$ cat src/rtl/seq_red_and_pkg.sv
// Shared types and width helpers for the chunk-serial AND reduction.
package seq_red_and_pkg;

  // ACCUM: taking beats of the current frame. HOLD: presenting the result.
  typedef enum logic [0:0] {
    ACCUM = 1'b0,
    HOLD  = 1'b1
  } state_t;

  // $clog2 with a floor of 1 so that degenerate sizes still yield a real bus.
  function automatic int unsigned clog2_min1(input int unsigned v);
    int unsigned r;
    r = $clog2(v);
    return (r == 0) ? 1 : r;
  endfunction

endpackage

$ cat src/rtl/seq_red_and_first_zero_enc.sv
// Priority encoder on the inverted beat: position of the lowest zero bit.
module first_zero_enc
  import seq_red_and_pkg::*;
#(
  parameter int unsigned width = 8,
  localparam int unsigned posW = clog2_min1(width)
) (
  input  logic [width-1:0] a,
  output logic [posW-1:0]  pos,
  output logic             any_zero
);

  // Scan from the top down so the lowest zero wins.
  always_comb begin
    pos      = '0;
    any_zero = 1'b0;
    for (int i = width - 1; i >= 0; i--) begin
      if (!a[i]) begin
        pos      = posW'(i);
        any_zero = 1'b1;
      end
    end
  end

endmodule

$ cat src/rtl/seq_red_and.sv
// Chunk-serial AND reduction over framed beats, with lowest-zero index,
// saturating beat count and overflow flag; one result per frame.
//
// Handshake: a transfer happens on a rising clk_i edge where valid and ready
// are both high. in_ready_o is high only in ACCUM, out_valid_o only in HOLD,
// so the block never accepts a beat while a result is pending. The result
// registers are written only on the accepted last beat and stay frozen for
// the whole HOLD period.
module seq_red_and
  import seq_red_and_pkg::*;
#(
  parameter int unsigned width     = 8,
  parameter int unsigned maxChunks = 16,
  localparam int unsigned idxW     = clog2_min1(width * maxChunks),
  localparam int unsigned cntW     = clog2_min1(maxChunks + 1)
) (
  input  logic             clk_i,
  input  logic             rst_i,
  input  logic             in_valid_i,
  output logic             in_ready_o,
  input  logic [width-1:0] A_i,
  input  logic             last_i,
  output logic             out_valid_o,
  input  logic             out_ready_i,
  output logic             Z_o,
  output logic [idxW-1:0]  first_zero_o,
  output logic [cntW-1:0]  count_o,
  output logic             overflow_o
);

  localparam int unsigned posW = clog2_min1(width);
  // Reported index when the only zeros sat in beats past maxChunks.
  localparam logic [idxW-1:0] FZ_OVF   = idxW'(width * maxChunks - 1);
  localparam logic [cntW-1:0] CNT_MAX  = cntW'(maxChunks);

  state_t state, state_n;

  logic            acc;
  logic            found;
  logic [cntW-1:0] idx;
  logic [idxW-1:0] fz;
  logic            ovf;

  logic [posW-1:0] enc_pos;
  logic            enc_any;

  logic            accept;
  logic            release_res;
  logic            at_max;
  logic            take_fz;
  logic            acc_n;
  logic            found_n;
  logic [cntW-1:0] idx_n;
  logic [idxW-1:0] fz_n;
  logic            ovf_n;
  logic [idxW-1:0] fz_out;

  first_zero_enc #(.width(width)) u_enc (
    .a        (A_i),
    .pos      (enc_pos),
    .any_zero (enc_any)
  );

  assign accept      = in_valid_i & in_ready_o;
  assign release_res = out_valid_o & out_ready_i;

  // Next accumulator values if the current beat is taken.
  assign at_max  = (idx == CNT_MAX);
  assign take_fz = !found && enc_any && !at_max;
  assign acc_n   = acc & ~enc_any;
  assign found_n = found | take_fz;
  assign fz_n    = take_fz ? (idxW'(idx) * idxW'(width) + idxW'(enc_pos)) : fz;
  assign idx_n   = at_max ? idx : idx + cntW'(1);
  assign ovf_n   = ovf | at_max;
  assign fz_out  = acc_n ? '0 : (found_n ? fz_n : FZ_OVF);

  // FSM state register.
  always_ff @(posedge clk_i) begin
    if (rst_i) state <= ACCUM;
    else       state <= state_n;
  end

  // FSM next state and handshake outputs, decoded from the state register.
  always_comb begin
    state_n     = state;
    in_ready_o  = 1'b0;
    out_valid_o = 1'b0;
    case (state)
      ACCUM: begin
        in_ready_o = 1'b1;
        if (in_valid_i && last_i) state_n = HOLD;
      end
      HOLD: begin
        out_valid_o = 1'b1;
        if (out_ready_i) state_n = ACCUM;
      end
      default: state_n = ACCUM;
    endcase
  end

  // Frame accumulators and result registers.
  always_ff @(posedge clk_i) begin
    if (rst_i) begin
      acc          <= 1'b1;
      found        <= 1'b0;
      idx          <= '0;
      fz           <= '0;
      ovf          <= 1'b0;
      Z_o          <= 1'b1;
      first_zero_o <= '0;
      count_o      <= '0;
      overflow_o   <= 1'b0;
    end else if (accept) begin
      acc   <= acc_n;
      found <= found_n;
      idx   <= idx_n;
      fz    <= fz_n;
      ovf   <= ovf_n;
      if (last_i) begin
        Z_o          <= acc_n;
        first_zero_o <= fz_out;
        count_o      <= idx_n;
        overflow_o   <= ovf_n;
      end
    end else if (release_res) begin
      acc   <= 1'b1;
      found <= 1'b0;
      idx   <= '0;
      fz    <= '0;
      ovf   <= 1'b0;
    end
  end

endmodule

$ cat config.mk
export PLATFORM = sky130hd
export DESIGN_NAME = seq_red_and
export DESIGN_NICKNAME = d
export VERILOG_FILES = /design/src/rtl/seq_red_and_pkg.sv /design/src/rtl/seq_red_and_first_zero_enc.sv /design/src/rtl/seq_red_and.sv
export SDC_FILE = /design/constraint.sdc
export NUM_CORES = 1
export LEC_CHECK = 0
export BUFFER_PORTS_ARGS = -buffer_cell sky130_fd_sc_hd__buf_2
export CORE_MARGIN = 3
export CORE_UTILIZATION = 45
export DETAILED_ROUTE_END_ITERATION = 6
export MAX_ROUTING_LAYER = met4
export PLACE_DENSITY = 0.64
export SYNTH_ARGS = -nofsm -noshare
export SYNTH_HDL_FRONTEND = slang
export SYNTH_HIERARCHICAL = 1
export SYNTH_SLANG_ARGS = --single-unit
$ cat constraint.sdc
create_clock -name clk_i -period 1.95 [get_ports clk_i]
set_input_delay 0.195 -clock clk_i [delete_from_list [all_inputs] [get_ports clk_i]]
set_output_delay 0.195 -clock clk_i [all_outputs]
set_load 0.02 [all_outputs]
==> results of run 1 <==
-- stage by stage --
step	hold slack (ns)	instances	util (%)	power, W
3_3_place_gp	0.428	229	52.7	0.000933
4_1_cts	0.0996	236	54.3	0.00128
5_1_grt	0.108	236	54.3	0.00135
2_1_floorplan	0.295	165	-	0.000863
6_report	0.101	236	54.3	0.00127
3_5_place_dp	0.435	229	52.7	0.000938
-- flip-flops by register name, summed over array words and instances, names as in the netlist --
register,flops
ovf,1
fz,7
Z_o,1
count_o,5
acc,1
first_zero_o,7
found,1
state,1
idx,5
overflow_o,1
-- logic make-up (layout without fill, tap and decap cells) --
group           count (synthesis)  count (layout)  share of synthesized area (%)
compound gates                 49              49                           23.7
xor+xnor                        3               3                           1.81
buf+inv                        18              45                           5.42
simple gates                   62              62                           25.4
flops                          30              30                           41.3
mux                             1               1                          0.688
fa+ha+maj                       2               2                           1.72
-- per-layer routing --
layer | GRT usage, % | vias to the layer above
met5 | - | -
met4 | 5.79 | 0
met3 | 6.65 | 7
met2 | 33.3 | 25
met1 | 21.4 | 639
li1 | - | 661
-- what timing repair did --
action                                 in CTS  in global routing
setup endpoints to repair                   0                  1
gates resized for setup                     0                  1
endpoints found under the hold margin       0                  0
-- power groups by stage --
stage | Combinational, W | Clock (W) | Sequential [W]
after floorplan | 0.000157 | 0 | 0.000706
after detailed placement | 0.000250 | 0 | 0.000688
after global routing | 0.000277 | 0.000392 | 0.000681
after CTS | 0.000252 | 0.000351 | 0.000674
after global placement | 0.000246 | 0 | 0.000687
final | 0.000251 | 0.000349 | 0.000675
-- how the worst max path moves through the flow --
stage / from / endpoint / cells after the start
floorplan: idx[0] / first_zero_o[0] / 5
global placement: A_i[0] / found / 6
detailed placement: A_i[0] / found / 6
CTS: idx[0] / first_zero_o[2] / 5
global route: found / found / 3
finish: idx[0] / first_zero_o[2] / 5
-- layout make-up --
cell class	count	share of cell area, %
flip-flops and latches	30	36.0
repair buffers	32	10.2
well taps	44	3.29
multi-input cells	117	46.3
inverters	6	1.35
clock inverters	2	0.599
clock buffers	5	2.25
-- cell usage after synthesis (2+ instances only) --
cell	number
dfxtp_1	30
a211oi_1	6
nand4bb_1	2
nor3_1	2
nor2b_1	2
o22ai_1	2
nand2b_1	8
a21o_1	2
a21oi_1	18
clkbuf_1	7
inv_1	6
a32o_1	6
buf_4	2
ha_1	2
nand2_1	12
nand3_1	10
or3_1	7
buf_2	3
o21ai_0	2
nor2_1	9
xor2_1	3
o211ai_1	7
==> impl_metrics.csv, run 1 <==
group,metric,value,unit
pwr,peakVddDrop,0.355,mV
layout,multi_input_area,774,um2
detailed_routing,first_iter_violations,63,
layout,mostFrequentLayoutCells,"dfxtp_1 (29), buf_2 (28), a21oi_1 (18), nand2_1 (12), nand3_1 (10)",
sta,layout_setup_ws,0.218,ns
logic_synthesis,synth_seq_area_share,41.3,%
pwr,power.internal,0.000877,W
sta,max-slew-margin-rel,32.3,%
layout,area.growth.synth_to_final,15.0,%
place,dpl_cell_area,1620,um2
clocking,ctsHoldBuffers,0,
clocking,clock_latency,0.33,ns
clocking,cts_tree,"yes",
sta,layout_min_cycle_time,1.73,ns
pwr,switchingPower,0.000398,W
sta,tightest_slew,1.00,ns
logic_synthesis,synthesis.nets,180,
die,ios,29,
layout,drive_above_1_share,23.4,%
pwr,combPwrFrac,19.7,%
clocking,path_clk_slew,0.09,ns
pwr,p_seq_share,52.9,%
layout,n_fill_cell,322,
sta,max_freq,577,MHz
global_routing,overflow,0,
layout,diodes,0,
detailed_routing,final_antenna_net_count,0,
place,place_hpwl,2.44,mm
logic_synthesis,yosys.area.top_type_share,41.3,%
logic_synthesis,syn_inst,165,
place,gp_congestion,0.773,
detailed_routing,wl_met2,1.68,mm
critical_path,path_delay_family,"simple AND/OR/NAND/NOR gates",
logic_synthesis,synth.distinct_cells,39,
critical_path,cp_slowest_cell,"dfxtp_2",
detailed_routing,top_layer,"met4",
critical_path,worst-r2r-cell-count,5,
detailed_routing,drc,0,
die,rows,20,
critical_path,startpoint_type,"register",
critical_path,worstSetupPathType,"reg -> reg",
global_routing,grt_first_pass_wirelength,6.00,mm
logic_synthesis,ys.flop_type,"dfxtp_1",
critical_path,critPathBufInv,1,
critical_path,cp-end-kind,"register",
layout,seqCellArea,602,um2
job,maxCapViolations,0,
critical_path,rr_startpoint,"idx[0]",
detailed_routing,dr_wl_met3,143,um
detailed_routing,wl_per_cell,14.7,um
die,initial_core_util,47.2,%
logic_synthesis,ys_seq_elements,30,
pwr,clock_power_share,27.4,%
clocking,cts_sinks,30,
global_routing,globalRouteTotalUtil,19.5,%
place,pre_cts_ws,0.0611,ns
die,die_w,62.8,um
sta,rsz0062_at_grt,"false",
detailed_routing,drt-met1-wl,1.60,mm
detailed_routing,drtPass1Iterations,4,
global_routing,grt_start_max_net_pins,27,
critical_path,required,2.19,ns
clocking,htree_levels,2,
global_routing,grt_antenna_before_repair,0,
die,fp.dieArea,3950,um2
die,fp.dieH,62.8,um
layout,nets,207,
critical_path,path_cells,"inv_1, ha_1, and4bb_4, or3_1, a32o_1",
logic_synthesis,synth_edf_count,0,
layout,layout_commonest_cell,"dfxtp_1",
critical_path,worst-r2r-setup-slack,0.22,ns
logic_synthesis,synth.largest_area_cell,"dfxtp_1",
sta,finalSetupViolations,0,
hold_path,hold_class,"in -> reg",
hold_path,whs_path_depth,2,
hold_path,min-delay-start,"out_ready_i",
pwr,pwr_density_cell,763,nW/um2
logic_synthesis,netlist_top_cells_area,"dfxtp_1 (41%), a21oi_1 (6.2%), a32o_1 (4.1%)",
die,core,3080,um2
critical_path,path_max_fanout,17,
clocking,cts_root_buffer,"clkbuf_4",
global_routing,first_global_vias,1353,
hold_path,holdPathEnd,"found",
logic_synthesis,syn_area_per_cell,8.81,um2
clocking,max-clock-path-buffers,2,
critical_path,arrival,1.97,ns
sta,finalHoldViolations,0,
sta,tns,0,ns
place,portBuffers,28,
layout,finalInstanceArea,1670,um2
detailed_routing,drt-total-wl,3.46,mm
outcome,status,"finished, final reports clean",
clocking,cts_buffers,5,
critical_path,r2r-end,"first_zero_o[2]",
clocking,post_cts_buffers,0,
sta,finalCritPeriodShare,88.8,%
logic_synthesis,ys_async_sr_fraction,0,%
logic_synthesis,yosysWarnings,6,
logic_synthesis,synth.cell_area,1450,um2
pwr,p_leak,0.688,nW
sta,skew,0.00440,ns
sta,drv_slew,0,
detailed_routing,avgViaCountPerCell,5.64,
detailed_routing,num_vias,1332,
pwr,switching_share,31.2,%
critical_path,max_stage_delay,0.42,ns
(Power assumes the default switching activity.)
==> inputs of run 2 (changes only) <==
--- a/config.mk
+++ b/config.mk
@@ -5,6 +5,7 @@
 export SDC_FILE = /design/constraint.sdc
 export NUM_CORES = 1
 export LEC_CHECK = 0
+export ABC_AREA = 1
 export BUFFER_PORTS_ARGS = -buffer_cell sky130_fd_sc_hd__buf_2
 export CORE_MARGIN = 3
 export CORE_UTILIZATION = 45
==> run 2 against run 1 <==
  * Register-to-register slack gained 0.20 ns
  * Maximum frequency up 13%
  * Synthesized cell count is 24% higher
  * Via count grew 3.2%
  * Die area decreased by 0.46%
  * Sequential share of layout area is 0.26 points lower
  * First-iteration DRC count rose by 17%
  * Power decreased by 1.4%
  * Critical path depth is 5 higher
  * Critical path type unchanged
  * Critical endpoint is now first_zero_o[5]
  * Largest cell class unchanged
==> impl_metrics.csv, run 2 <==
group,metric,value,unit
outcome,status,"finished, final reports clean",
die,fp.dieArea,3930,um2
global_routing,first_global_vias,1345,
sta,max-slew-margin-rel,66.0,%
job,maxCapViolations,0,
place,portBuffers,28,
place,gp_congestion,0.968,
detailed_routing,drc,0,
clocking,cts_root_buffer,"clkbuf_4",
die,core,2900,um2
sta,tns,0,ns
critical_path,cp-end-kind,"register",
critical_path,worstSetupPathType,"reg -> reg",
global_routing,grt_first_pass_wirelength,5.78,mm
logic_synthesis,yosysWarnings,6,
global_routing,overflow,0,
layout,mostFrequentLayoutCells,"nand2_1 (69), dfxtp_1 (30), buf_2 (28), a21oi_1 (21), nand3_1 (17)",
clocking,post_cts_buffers,0,
die,initial_core_util,49.9,%
die,die_w,62.7,um
logic_synthesis,syn_area_per_cell,7.06,um2
critical_path,path_max_fanout,10,
critical_path,startpoint_type,"register",
sta,drv_slew,0,
clocking,ctsHoldBuffers,0,
global_routing,grt_start_max_net_pins,27,
global_routing,globalRouteTotalUtil,19.2,%
clocking,htree_levels,2,
clocking,cts_buffers,5,
layout,area.growth.synth_to_final,16.2,%
sta,rsz0062_at_grt,"false",
detailed_routing,drtPass1Iterations,7,
layout,layout_commonest_cell,"nand2_1",
sta,layout_min_cycle_time,1.53,ns
detailed_routing,drt-total-wl,3.34,mm
pwr,peakVddDrop,0.598,mV
layout,reg_top3,"first_zero_o: 7 flops, fz: 7 flops",
pwr,p_leak,0.813,nW
hold_path,hold_class,"in -> reg",
logic_synthesis,synth.largest_area_cell,"dfxtp_1",
critical_path,arrival,1.74,ns
pwr,p_seq_share,52.4,%
sta,finalSetupViolations,0,
clocking,cts_resized,0,
logic_synthesis,yosys.area.top_type_share,41.5,%
logic_synthesis,synth.top_cells.by_count,"nand2_1 (69), dfxtp_1 (30), a21oi_1 (21)",
logic_synthesis,ys_seq_elements,30,
pwr,clock_power_share,31.1,%
logic_synthesis,syn_inst,205,
layout,drive_above_1_share,21.2,%
clocking,max-clock-path-buffers,2,
logic_synthesis,yosysMostFrequentCell,"nand2_1",
layout,nets,250,
place,place_hpwl,2.41,mm
sta,finalHoldViolations,0,
detailed_routing,first_iter_violations,74,
clocking,path_clk_slew,0.10,ns
sta,skew,0.00830,ns
detailed_routing,num_vias,1374,
layout,fin_util,57.9,%
logic_synthesis,ys.flop_type,"dfxtp_1",
die,ios,29,
clocking,cts_tree,"yes",
logic_synthesis,synthesis.nets,220,
global_routing,grt_antenna_before_repair,0,
clocking,clock_latency,0.34,ns
logic_synthesis,netlist_top_cells_area,"dfxtp_1 (42%), nand2_1 (18%), a21oi_1 (7.3%)",
pwr,pwr_density_cell,748,nW/um2
detailed_routing,avgViaCountPerCell,4.94,
pwr,combPwrFrac,16.5,%
die,rows,19,
logic_synthesis,ys_async_sr_fraction,0,%
layout,diodes,0,
detailed_routing,wl_per_cell,12.0,um
logic_synthesis,synth.distinct_cells,20,
sta,max_freq,654,MHz
clocking,cts_sinks,30,
pwr,switchingPower,0.000372,W
pwr,switching_share,29.6,%
die,fp.dieH,62.7,um
sta,tightest_slew,0.510,ns
sta,finalCritPeriodShare,78.4,%
pwr,power.internal,0.000885,W
detailed_routing,final_antenna_net_count,0,
logic_synthesis,synth_edf_count,0,
logic_synthesis,synth_seq_area_share,41.5,%
critical_path,required,2.16,ns
logic_synthesis,synth.cell_area,1450,um2
## run 2: cell types whose count changed in the layout (fill, tap and decap cells not counted), sizes merged, moves of 7 or more
cell    before  now
nand2b       8    0
a21oi       18   25
nand2       12   73
nand3       10   17
nor2         9   19
o21ai        2    9
o211ai       7    0
inv          6   18
or3          7    0
## run 2: logic make-up (layout without fill, tap and decap cells)
| group | after synthesis | after routing | synth area share (%) |
|---|---|---|---|
| xor+xnor | 4 | 4 | 2.42 |
| fa+ha+maj | 2 | 2 | 1.73 |
| simple gates | 110 | 110 | 34.6 |
| buf+inv | 24 | 55 | 6.49 |
| compound gates | 35 | 35 | 13.2 |
| flops | 30 | 30 | 41.5 |
## run 2: metal layers
metal  wire length (um)  global-route usage, %  vias up
li1                   -                      -      713
met1               1460                   19.4      628
met2               1680                   34.6       24
met3                130                   4.50        9
met4                 65                   9.09        0
met5                  0                      -        -
## run 2: final timing paths
path         slack (ns)         endpoint             from  depth (start not counted)
max                0.42  first_zero_o[5]           idx[0]                         10
min                0.16            state      out_ready_i                          4
max reg2reg        0.42  first_zero_o[5]           idx[0]                         10
min reg2reg        0.46  first_zero_o[1]  first_zero_o[1]                          2
## run 2: power groups by stage
stage                     Clock, W  Sequential [W]  Combinational [W]
after floorplan                  0        0.000690           0.000127
after global placement           0        0.000671           0.000205
after detailed placement         0        0.000672           0.000207
after CTS                 0.000396        0.000658           0.000208
after global routing      0.000428        0.000663           0.000234
final                     0.000391        0.000658           0.000208
## run 2: area by class of cell
class	instances	area, um2
clock buffer	7	55.1
clock inverter	1	5.00
fill	296	1220
inverter	18	67.6
multi-input combinational	151	752
sequential	30	601
tap	42	52.6
timing repair buffer	29	148
## run 2: per-stage QoR
step / instance area (um2) / power (W) / hold slack (ns) / worst slack, ns / std cells
floorplan: 1450 / 0.000817 / 0.392 / 0.610 / 205
global placement: 1620 / 0.000876 / 0.447 / 0.505 / 270
detailed placement: 1620 / 0.000879 / 0.453 / 0.448 / 270
CTS: 1680 / 0.00126 / 0.153 / 0.428 / 278
global route: 1680 / 0.00132 / 0.169 / 0.255 / 278
finish: 1680 / 0.00126 / 0.164 / 0.421 / 278
## run 2: worst max-delay path, cell delays in order, from the launching register on
cell     delay (ns)
dfxtp_1        0.44
inv_1          0.07
ha_1           0.20
nand2_1        0.06
inv_1          0.07
nand2_4        0.14
nand2_8        0.09
nand2_4        0.10
nand3_1        0.08
nand2_1        0.08
a21oi_2        0.05
